$ cat src/rtl/watchdog_sequencer.sv
// Multi-requester heartbeat watchdog with a post-timeout grace period before declaring a hang.
// Optional macro WATCHDOG_MISSING_EN enables the per-requester "missing" capture at expiry.
module watchdog_sequencer #(
    parameter int NUM_KICKERS        = 4,
    parameter int COUNTER_WIDTH      = 32,
    parameter int POST_COUNTER_WIDTH = 8
) (
    input  logic                          clk,
    input  logic                          reset,
    input  logic                          start,
    input  logic                          stop,
    input  logic [COUNTER_WIDTH-1:0]      timeout_load,
    input  logic [POST_COUNTER_WIDTH-1:0] post_load,
    input  logic [NUM_KICKERS-1:0]        kick_mask,
    input  logic [NUM_KICKERS-1:0]        kick,
    input  logic                          ack,
    output logic                          timeout,
    output logic                          hung,
    output logic [1:0]                    state,
    output logic [NUM_KICKERS-1:0]        missing
);

    typedef enum logic [1:0] {
        ST_IDLE    = 2'd0,
        ST_ARMED   = 2'd1,
        ST_EXPIRED = 2'd2,
        ST_HUNG    = 2'd3
    } state_e;

    state_e                        state_q, state_d;
    logic [COUNTER_WIDTH-1:0]      cnt_q, cnt_d;
    logic [POST_COUNTER_WIDTH-1:0] post_q, post_d;
    logic [NUM_KICKERS-1:0]        seen_q, seen_d;
    logic                          timeout_q, timeout_d;
    logic                          hung_q, hung_d;

    logic [NUM_KICKERS-1:0]        seen_or_kick;
    logic                          window_ok;
    logic                          cnt_zero;
    logic                          post_zero;
    logic                          arm_req;
    logic                          idle_arm;
    logic                          reload_evt;
    logic                          expire_evt;
    logic                          release_evt;

    // A window is satisfied when every masked requester has kicked, counting this cycle's kicks.
    assign seen_or_kick = seen_q | kick;
    assign window_ok    = (kick_mask != '0) && ((seen_or_kick & kick_mask) == kick_mask);
    assign cnt_zero     = (cnt_q == '0);
    assign post_zero    = (post_q == '0);
    assign arm_req      = start && !stop;

    assign idle_arm     = (state_q == ST_IDLE) && arm_req;
    assign reload_evt   = (state_q == ST_ARMED) && !stop && (start || window_ok);
    assign expire_evt   = (state_q == ST_ARMED) && !stop && !start && !window_ok && cnt_zero;
    assign release_evt  = (state_q == ST_EXPIRED) && (ack || stop);

    always_ff @(posedge clk) begin
        if (reset) begin
            state_q <= ST_IDLE;
        end else begin
            state_q <= state_d;
        end
    end

    always_comb begin
        state_d = state_q;
        unique case (state_q)
            ST_IDLE: begin
                if (arm_req) begin
                    state_d = ST_ARMED;
                end
            end
            ST_ARMED: begin
                if (stop) begin
                    state_d = ST_IDLE;
                end else if (expire_evt) begin
                    state_d = ST_EXPIRED;
                end
            end
            ST_EXPIRED: begin
                if (release_evt) begin
                    state_d = ST_IDLE;
                end else if (post_zero) begin
                    state_d = ST_HUNG;
                end
            end
            ST_HUNG: begin
                state_d = ST_HUNG;
            end
        endcase
    end

    // Outputs are registered copies of what the next state implies, so they align with state.
    always_comb begin
        timeout_d = (state_d == ST_EXPIRED) || (state_d == ST_HUNG);
        hung_d    = (state_d == ST_HUNG);
    end

    always_comb begin
        cnt_d  = cnt_q;
        seen_d = seen_q;
        post_d = post_q;
        if (idle_arm || reload_evt) begin
            cnt_d  = timeout_load;
            seen_d = '0;
        end else if ((state_q == ST_ARMED) && !stop && !cnt_zero) begin
            cnt_d  = cnt_q - COUNTER_WIDTH'(1);
            seen_d = seen_q | (kick & kick_mask);
        end
        if (expire_evt) begin
            post_d = post_load;
        end else if ((state_q == ST_EXPIRED) && !release_evt && !post_zero) begin
            post_d = post_q - POST_COUNTER_WIDTH'(1);
        end
    end

    always_ff @(posedge clk) begin
        if (reset) begin
            cnt_q     <= '0;
            post_q    <= '0;
            seen_q    <= '0;
            timeout_q <= 1'b0;
            hung_q    <= 1'b0;
        end else begin
            cnt_q     <= cnt_d;
            post_q    <= post_d;
            seen_q    <= seen_d;
            timeout_q <= timeout_d;
            hung_q    <= hung_d;
        end
    end

`ifdef WATCHDOG_MISSING_EN
    logic [NUM_KICKERS-1:0] missing_q, missing_d;

    // Snapshot of laggards at expiry; held through EXPIRED/HUNG/IDLE until the next arm.
    always_comb begin
        missing_d = missing_q;
        if (idle_arm || ((state_q == ST_ARMED) && arm_req)) begin
            missing_d = '0;
        end else if (expire_evt) begin
            missing_d = kick_mask & ~seen_or_kick;
        end
    end

    always_ff @(posedge clk) begin
        if (reset) begin
            missing_q <= '0;
        end else begin
            missing_q <= missing_d;
        end
    end

    assign missing = missing_q;
`else
    assign missing = '0;
`endif

    assign timeout = timeout_q;
    assign hung    = hung_q;
    assign state   = state_q;

endmodule

$ cat config.mk
export PLATFORM = sky130hd
export DESIGN_NAME = watchdog_sequencer
export DESIGN_NICKNAME = d
export VERILOG_FILES = /design/src/rtl/watchdog_sequencer.sv
export SDC_FILE = /design/constraint.sdc
export NUM_CORES = 1
export LEC_CHECK = 0
export CELL_PAD_IN_SITES_DETAIL_PLACEMENT = 0
export CELL_PAD_IN_SITES_GLOBAL_PLACEMENT = 1
export CORE_MARGIN = 5
export CORE_UTILIZATION = 37
export CTS_CLUSTER_SIZE = 8
export DETAILED_ROUTE_END_ITERATION = 10
export HOLD_SLACK_MARGIN = 0.02
export PLACE_DENSITY_LB_ADDON = 0.08
export SLEW_MARGIN = 25
export SYNTH_ARGS = -nofsm -noshare
export SYNTH_HDL_FRONTEND = slang
export SYNTH_SLANG_ARGS = --single-unit
$ cat constraint.sdc
create_clock -name clk -period 2.98 [get_ports clk]
set_input_delay 0.596 -clock clk [delete_from_list [all_inputs] [get_ports clk]]
set_output_delay 0.596 -clock clk [all_outputs]
set_load 0.02 [all_outputs]
== Yosys cells after proc, flatten, opt, wreduce, memory -nomap -nowiden ==
Index checks and enable logic that the tools add are counted.

* Add/subtract/negate cells: 2
* Eq/ne operators: 6
* Multiplexer cells: 10
* Bitwise gates (word level): 4
* Reduce and logical (&&, ||, !) cells: 29

{| class="wikitable"
|+ Operators with widths
! cell !! number
|-
| 32-bit two-way mux || 2
|-
| 32-bit zero test || 1
|-
| 32-bit by 1-bit subtractor with 32-bit output (second input constant) || 1
|-
| 8-bit two-way mux || 2
|-
| 1-bit logical AND || 12
|-
| 2-bit two-way mux || 5
|-
| 4-bit bitwise AND || 2
|-
| 2-bit equality test (second input constant) || 4
|-
| 8-bit zero test || 1
|-
| 4-bit OR || 2
|-
| 2-bit case mux with 4 select lines || 1
|-
| 8-bit by 1-bit subtractor with 8-bit output (second input constant) || 1
|-
| 1-bit zero test || 6
|-
| 4-bit equality test || 1
|-
| 1-bit logical OR || 4
|-
| 2-bit nonzero test || 2
|-
| 4-bit nonzero test || 1
|-
| 2-bit by 1-bit equality test with 1-bit output (second input constant) || 1
|-
| 2-bit zero test || 1
|-
| 2-bit OR reduction || 1
|}

* Flip-flop bits (word level): 48
* Output and inout bits: 8
* Logic and storage cells: 57

== Depth between registers and ports, before layout ==
Gate-level depths: netlist of run 1.

* Depth after elaboration: 12
* Mapped depth: 10
* Gate-level depth less buffers: 8

== Worst setup path before layout of run 1 ==
OpenSTA, ideal clock, no wires.

* Kind: input to register
* Start: input ack
* End: register post_q[5]
* Setup time: 0.086 ns
* Arrival time: 2.068 ns
* Data required time: 2.894 ns
* Slack: 0.826 ns
* Stages: 5
* Buffers on the path: 0
* Cell sequence: or4b_2 a21oi_1 nand3_1 xor2_1 a211oi_1

* Cells in the longest elaborated chain, start to end: 6

{| class="wikitable"
|+ RTL lines
! item !! line !! RTL
|-
| start, declared || 16 || <nowiki>input logic ack,</nowiki>
|-
| 1-bit logical OR || 57 || <nowiki>assign release_evt = (state_q == ST_EXPIRED) && (ack || stop);</nowiki>
|-
| 1-bit logical AND || 57 ||
|-
| 1-bit zero test || 114 || <nowiki>end else if ((state_q == ST_EXPIRED) && !release_evt && !post_zero) begin</nowiki>
|-
| 1-bit logical AND (2 in a row) || 114 ||
|-
| 2-bit nonzero test (no line) || -- ||
|-
| end signal, assigned || 128 || <nowiki>post_q <= post_d;</nowiki>
|-
| end, declared || 32 || <nowiki>logic [POST_COUNTER_WIDTH-1:0] post_q, post_d;</nowiki>
|}

Every way passes these cells.
A chain may end at the register's enable or synchronous reset.

== Final worst setup path of run 1 ==
* Start: register cnt_q[0]
* End: register cnt_q[15]

* Cells in the longest elaborated chain, start to end: 4

{| class="wikitable"
|+ RTL lines
! item !! line !! RTL
|-
| start, declared || 31 || <nowiki>logic [COUNTER_WIDTH-1:0] cnt_q, cnt_d;</nowiki>
|-
| start signal, assigned || 127 || <nowiki>cnt_q <= cnt_d;</nowiki>
|-
| branches (longest 4 deep; another with 32-bit by 1-bit subtractor with 32-bit output) || -- ||
|}

Several ways; the timed one is not identified. The select of a mux whose other input is x is not followed.

==> parameters.txt, run 1 <==
Parameter                              Value

GRT
  Pin count of the biggest net entering global routing    56
  Wire length of the first global-routing pass    12200 um
  GR met2 Demand/Resource    0.243
  Met3 demand-to-capacity share in global routing    0.0328
  Vias in the first global route    2467
  Antenna violations before repair    0
  GRT Max-Usage Layer    met1
  Total global-route track usage    0.167
  Overflow after GRT    0
  Global routing usage on met1    0.247

Setup path
  Crit path cell chain    inv_1, ha_1, nor4b_1, nand4_1, or3_1, nand4_1, xor2_1, a211oi_1
  Worst path slowest cell    or3_1
  Kind of end point of the critical path    flip-flop
  Nature of the critical path startpoint    flip-flop
  Worst path top cell family by delay    simple AND/OR/NAND/NOR gates
  CP Data Arrival Time    2.77 ns
  Maximum net fanout on the critical path    19
  Worst stage delay on the critical path    0.68 ns
  Buf/Inv on CP    1
  Worst Setup Path Type    flip-flop to flip-flop
  Most common cell on crit path    nand4_1
  Endpoint required time on the critical path    3.13 ns

Synth
  Post-Synth Simple-Gate Area    0.328
  Synthesis-stage register bit count    48
  Register area share after synthesis    0.350
  Xor/xnor cell area share of the yosys netlist    0.0829
  Avg Inst Size Synth    8.25 um2
  Synth Warn #    0
  Multiplexer share of the synthesized area    0.00729
  Adder-cell area share of the yosys netlist    0.0137
  Main combinational cell family by area after synthesis    simple AND/OR/NAND/NOR gates
  Synthesized-area fraction occupied by ao, oa, aoi and oai cells    0.169
  Synthesized cell area    2750 um2
  Distinct cell type count of the synthesized netlist    52
  Gate count after technology mapping    333

Cells and area
  Fraction of the core area covered by cells at the end of the flow    0.490
  Area added between synthesis and finish    29.5%
  Number of standard cells in the layout, taps in and fillers out    490
  Count of nets after finishing    447
  Count of antenna diodes in the layout    0
  Share of cells above drive strength 1    0.0844

Clock network
  Hold-fix buffers, CTS    0
  Source-to-sink clock delay at the later pin of the worst-skew pair    0.30 ns
  Number of buffers created by CTS    5
  Reg clk slew, reported paths    0.09 ns
  CTS max path bufs    2
  Clock tree from TritonCTS    yes
  CTS Root Buffer Type    clkbuf_8
  Clk sink count    48
  PostCTS Resize Cnt    0
  Post-CTS setup buffer count    0
  H-tree depth    2

Timing
  Crit share post-route    0.878
  Unrepaired setup endpoints after global routing    false
  Setup Total Neg Slack    0 ns
  Headroom to the max-slew limit    0.489
  Final number of hold-violating endpoints    0
  Slew at the pin with the worst max-slew slack    0.763 ns
  Post-Route Hold Slack    0.480 ns
  Count of final max-slew check failures    0
  Final setup violation count    0
  Final Critical Period    2.62 ns
  Maximum operating frequency    382 MHz
  Worst clock skew    0.00833 ns

Floorplan
  Initial standard-cell utilization of the core    0.379
  Std-Cell Rows    31
  Core outline area    7250 um2
  Die outline area    9250 um2
  Number of top-level design ports    61
  Height of the die    96.2 um
  Horizontal die dimension    96.2 um

Pwr
  Peak VDD IR    0.202 mV
  Total power of the final layout    1.47 mW
  Total leakage power    1.19 nW
  Total power divided by cell area    413 nW/um2

Detailed routing
  DRC violation total after the first TritonRoute iteration    77
  Drc violations    0
  DR vias/cell    5.21
  Post-route ant nets    0
  Total via count after detailed routing    2555
  DR pass1 iterations    5
  Wirelength per Cell    14.7 um
  Routed wire length    7220 um

Flow run
  Number of maximum-capacitance constraint violations    0

Min path
  Class of the most critical hold timing path    flip-flop to flip-flop

Placed design
  HPWL after DPL    5440 um
  Final RePlAce weighted congestion    0.902
  Count of placed standard cells including taps    483
  Port Buffer Count    56

Outcome
  Run status    finished, final reports clean
## cells by family (layout without fill, tap and decap cells)
group / after synthesis / after routing
adder cells (fa/ha/maj): 3 / 3
AO/OA/AOI/OAI: 66 / 66
multiplexers: 2 / 2
AND/OR/NAND/NOR: 160 / 160
XOR/XNOR: 26 / 26
other: 1 / 4
buffers and inverters: 27 / 82
flip-flops: 48 / 48
## synth_stat cells (all sizes together)
master	number	area, um2
a211oi	24	185
a21boi	1	7.51
a21oi	8	40.0
a221oi	2	17.5
a22oi	1	7.51
a311oi	6	52.6
a31oi	8	50.1
a32oi	1	8.76
a41oi	1	8.76
and2b	1	7.51
and3	2	12.5
buf	8	57.6
clkbuf	12	46.3
conb	1	3.75
dfxtp	48	961
ha	3	37.5
inv	7	26.3
mux2i	2	20.0
nand2	20	75.1
nand2b	2	12.5
nand3	17	108
nand3b	3	22.5
nand4	7	43.8
nand4b	3	26.3
nor2	57	214
nor2b	3	18.8
nor3	14	86.3
nor3b	6	45.0
nor4	11	114
nor4b	5	50.0
o21ai	8	40.0
o221ai	1	8.76
o31ai	4	30.0
o41ai	1	8.76
or2	1	6.26
or2b	1	7.51
or3	5	31.3
or4	1	11.3
or4b	1	10.0
xnor2	11	96.3
xor2	15	131
## stage by stage
| step | setup WS, ns | area (um2) |
|---|---|---|
| CTS | 0.340 | 3560 |
| detailed placement | 0.202 | 3460 |
| floorplan | 0.826 | 2760 |
| global placement | 0.253 | 3460 |
| global route | 0.145 | 3560 |
| finish | 0.363 | 3560 |
## placed cells by master (no fill, tap or decap), drive strengths merged, types with 3 or more instances in the layout
| cell | count |
|---|---|
| a211oi | 24 |
| a21oi | 8 |
| a311oi | 6 |
| a31oi | 8 |
| buf | 12 |
| clkbuf | 7 |
| clkdlybuf4s50 | 56 |
| conb | 4 |
| dfxtp | 48 |
| ha | 3 |
| inv | 7 |
| nand2 | 20 |
| nand3 | 17 |
| nand3b | 3 |
| nand4 | 7 |
| nand4b | 3 |
| nor2 | 57 |
| nor2b | 3 |
| nor3 | 14 |
| nor3b | 6 |
| nor4 | 11 |
| nor4b | 5 |
| o21ai | 8 |
| o31ai | 4 |
| or3 | 5 |
| xnor2 | 11 |
| xor2 | 15 |
## power breakdown
part	total [mW]	switching [mW]	internal, mW
clock network	0.423	0.216	0.207
logic	0.325	0.165	0.160
registers	0.720	0.0415	0.679
total	1.47	0.423	1.05
## cell type report
class | instances | area (um2)
clock buffer | 7 | 96.3
fill | 746 | 3700
inverter | 7 | 26.3
multi-input combinational | 261 | 1690
sequential | 48 | 961
tap | 99 | 124
timing repair buffer | 68 | 663
## routing by layer
layer | vias up | wire length, um
met3 | 5 | 360
met1 | 1163 | 3750
met5 | - | 0
li1 | 1329 | -
met4 | 0 | 64
met2 | 58 | 3040
## tightest hold or removal path: cells and delay by family (launching register included)
family	cells	cell delay (ns)
AOI/OAI and AO/OA	1	0.05
DFF	1	0.33
and+or+nand+nor	1	0.07
## worst paths after layout
path                  start   endpoint  slack, ns  cells past startpoint
setup / recovery   cnt_q[0]  cnt_q[15]       0.36                      8
hold / removal    seen_q[1]  seen_q[1]       0.48                      2
setup reg to reg   cnt_q[0]  cnt_q[15]       0.36                      8
hold reg to reg   seen_q[1]  seen_q[1]       0.48                      2
## registers in the layout (all words and copies together) (netlist names)
name / flops
seen_q: 4
post_q: 8
hung: 1
timeout: 1
cnt_q: 32
state: 2
No activity file was read; power rests on OpenSTA's default activity.
==> run 2: changes to the inputs <==
--- a/config.mk
+++ b/config.mk
@@ -7,6 +7,7 @@
 export LEC_CHECK = 0
 export CELL_PAD_IN_SITES_DETAIL_PLACEMENT = 0
 export CELL_PAD_IN_SITES_GLOBAL_PLACEMENT = 1
+export CORE_ASPECT_RATIO = 0.8
 export CORE_MARGIN = 5
 export CORE_UTILIZATION = 37
 export CTS_CLUSTER_SIZE = 8
==> run 2 against run 1 <==
Effect of this change:
- clock skew fell by 0.00075 ns
- worst hold slack got worse by 0.0018 ns
- non-clock buffer count rose by 6
- critical endpoint is now cnt_q[18]
- utilization barely moved
- combinational power rose by 2%
- sequential power barely moved
- wire length rose by 7.1%
- first-iteration DRC count rose by 90%
- clock power rose by 13%
==> parameters.txt, run 2 (synthesis gave the netlist of run 1 again) <==
Parameter                              Value

Min path
  WHS Endpoint    seen_q[3]
  Class of the most critical hold timing path    flip-flop to flip-flop
  Hold path startpoint    seen_q[3]
  Count of cells along the worst hold path    2

Detailed routing
  Total via count after detailed routing    2642
  Post-route ant nets    0
  Wirelength per Cell    15.8 um
  Routed wire length    7730 um
  Drc violations    0
  DR vias/cell    5.41
  DR pass1 iterations    4
  DRC violation total after the first TritonRoute iteration    146

Placed design
  Final RePlAce weighted congestion    0.902
  Port Buffer Count    56
  HPWL after DPL    5810 um
  Post-place instance area    3480 um2
  Post-placement setup slack    0.227 ns

Floorplan
  Horizontal die dimension    106 um
  Height of the die    87.1 um
  Number of top-level design ports    61
  Std-Cell Rows    28
  Core outline area    7320 um2
  Initial standard-cell utilization of the core    0.375
  Die outline area    9260 um2

Cells and area
  Share of cells above drive strength 1    0.0980
  Register with the highest flop count    cnt_q
  Most common cell after layout, fill and taps aside    nor2_1
  Count of antenna diodes in the layout    0
  Top library cells by usage in the layout, fill and taps aside    nor2_1, clkdlybuf4s50_1, dfxtp_1
  Fraction of the core area covered by cells at the end of the flow    0.490
  Count of nets after finishing    453
  Max reg flops    32
  Regs by FF count    cnt_q: 32 flops, post_q: 8 flops, seen_q: 4 flops
  Area added between synthesis and finish    30.6%
  Post-route cell area    3590 um2

GRT
  Vias in the first global route    2548
  Overflow after GRT    0
  Pin count of the biggest net entering global routing    32
  Antenna violations before repair    0
  Wire length of the first global-routing pass    13100 um
  Total global-route track usage    0.177

Pwr
  Total power divided by cell area    428 nW/um2
  Peak VDD IR    0.176 mV
  Total power of the final layout    1.53 mW
  Total leakage power    1.22 nW

Timing
  Final Critical Period    2.49 ns
  Count of final max-slew check failures    0
  Setup Total Neg Slack    0 ns
  Crit share post-route    0.837
  Maximum operating frequency    401 MHz
  Headroom to the max-slew limit    0.524
  Worst path setup slack after routing    0.486 ns
  Worst clock skew    0.00758 ns
  Final setup violation count    0
  Unrepaired setup endpoints after global routing    false
  Slew at the pin with the worst max-slew slack    0.707 ns
  Final number of hold-violating endpoints    0

Clock network
  Number of buffers created by CTS    5
  Clk sink count    48
  Clock tree from TritonCTS    yes
  Hold-fix buffers, CTS    0
  H-tree depth    2
  Reg clk slew, reported paths    0.09 ns
  Source-to-sink clock delay at the later pin of the worst-skew pair    0.31 ns
  CTS Root Buffer Type    clkbuf_8
  Post-CTS setup buffer count    0
  CTS max path bufs    2
  PostCTS Resize Cnt    0

Setup path
  Startpoint of the most critical register-to-register path    cnt_q[26]
  Worst Setup Path Type    flip-flop to flip-flop
  Endpoint required time on the critical path    3.21 ns
  Maximum net fanout on the critical path    9
  Kind of end point of the critical path    flip-flop
  Length in cells of the worst reg-to-reg path    7
  Nature of the critical path startpoint    flip-flop
  Minimum setup slack among reg-to-reg paths    0.49 ns
  CP Data Arrival Time    2.72 ns
  Worst reg2reg endpoint    cnt_q[18]

Flow run
  Number of maximum-capacitance constraint violations    0

Outcome
  Run status    finished, final reports clean
## run 2: cell types whose count changed in the layout (fill, tap and decap cells not counted), sizes merged
cell,previous run,this run
buf,12,18
bufinv,0,1
clkbuf,7,6
clkinv,0,1
## run 2: cell type report
class                   instances  area (um2)
clock buffers                   6        72.6
clock inverters                 2        35.0
fillers                       743        3730
repair buffers                 74         696
well taps                      90         113
inverters                       7        26.3
flip-flops and latches         48         961
multi-input cells             261        1690
## run 2: power breakdown
part / total [mW] / internal, mW / switching [mW]
sequential: 0.723 / 0.679 / 0.0441
combinational: 0.333 / 0.163 / 0.170
clock: 0.479 / 0.250 / 0.230
total: 1.53 / 1.09 / 0.444
## run 2: worst max path at each step
| stage | from | endpoint | slack, ns | cells past startpoint |
|---|---|---|---|---|
| floorplan | ack | post_q[5] | 0.83 | 5 |
| global placement | kick_mask[1] | cnt_q[14] | 0.28 | 7 |
| detailed placement | stop | cnt_q[29] | 0.23 | 7 |
| CTS | cnt_q[26] | cnt_q[18] | 0.55 | 7 |
| global route | cnt_q[26] | cnt_q[6] | 0.19 | 7 |
| finish | cnt_q[26] | cnt_q[18] | 0.49 | 7 |
## run 2: metrics by stage
step	hold slack, ns	instances
3_3_place_gp	0.449	480
4_1_cts	0.482	488
2_1_floorplan	0.437	336
5_1_grt	0.507	488
6_report	0.478	488
3_5_place_dp	0.460	480
## run 2: metal layers
metal / GRT usage / routed length [um] / up-vias / share of wire
met5: 0 / 0 / - / 0
met4: 0.0424 / 76 / 0 / 0.0098
met3: 0.0408 / 570 / 8 / 0.074
met2: 0.248 / 3020 / 85 / 0.39
met1: 0.270 / 4060 / 1203 / 0.53
li1: - / - / 1346 / -
## run 2: worst max-delay path, cell delays in order (launching register included)
cell and delay, ns:
dfxtp_1 0.36, nor4_1 0.65, nand4_1 0.32, nor3_4 0.42
buf_4 0.24, nor3_1 0.07, xnor2_1 0.13, a211oi_1 0.23
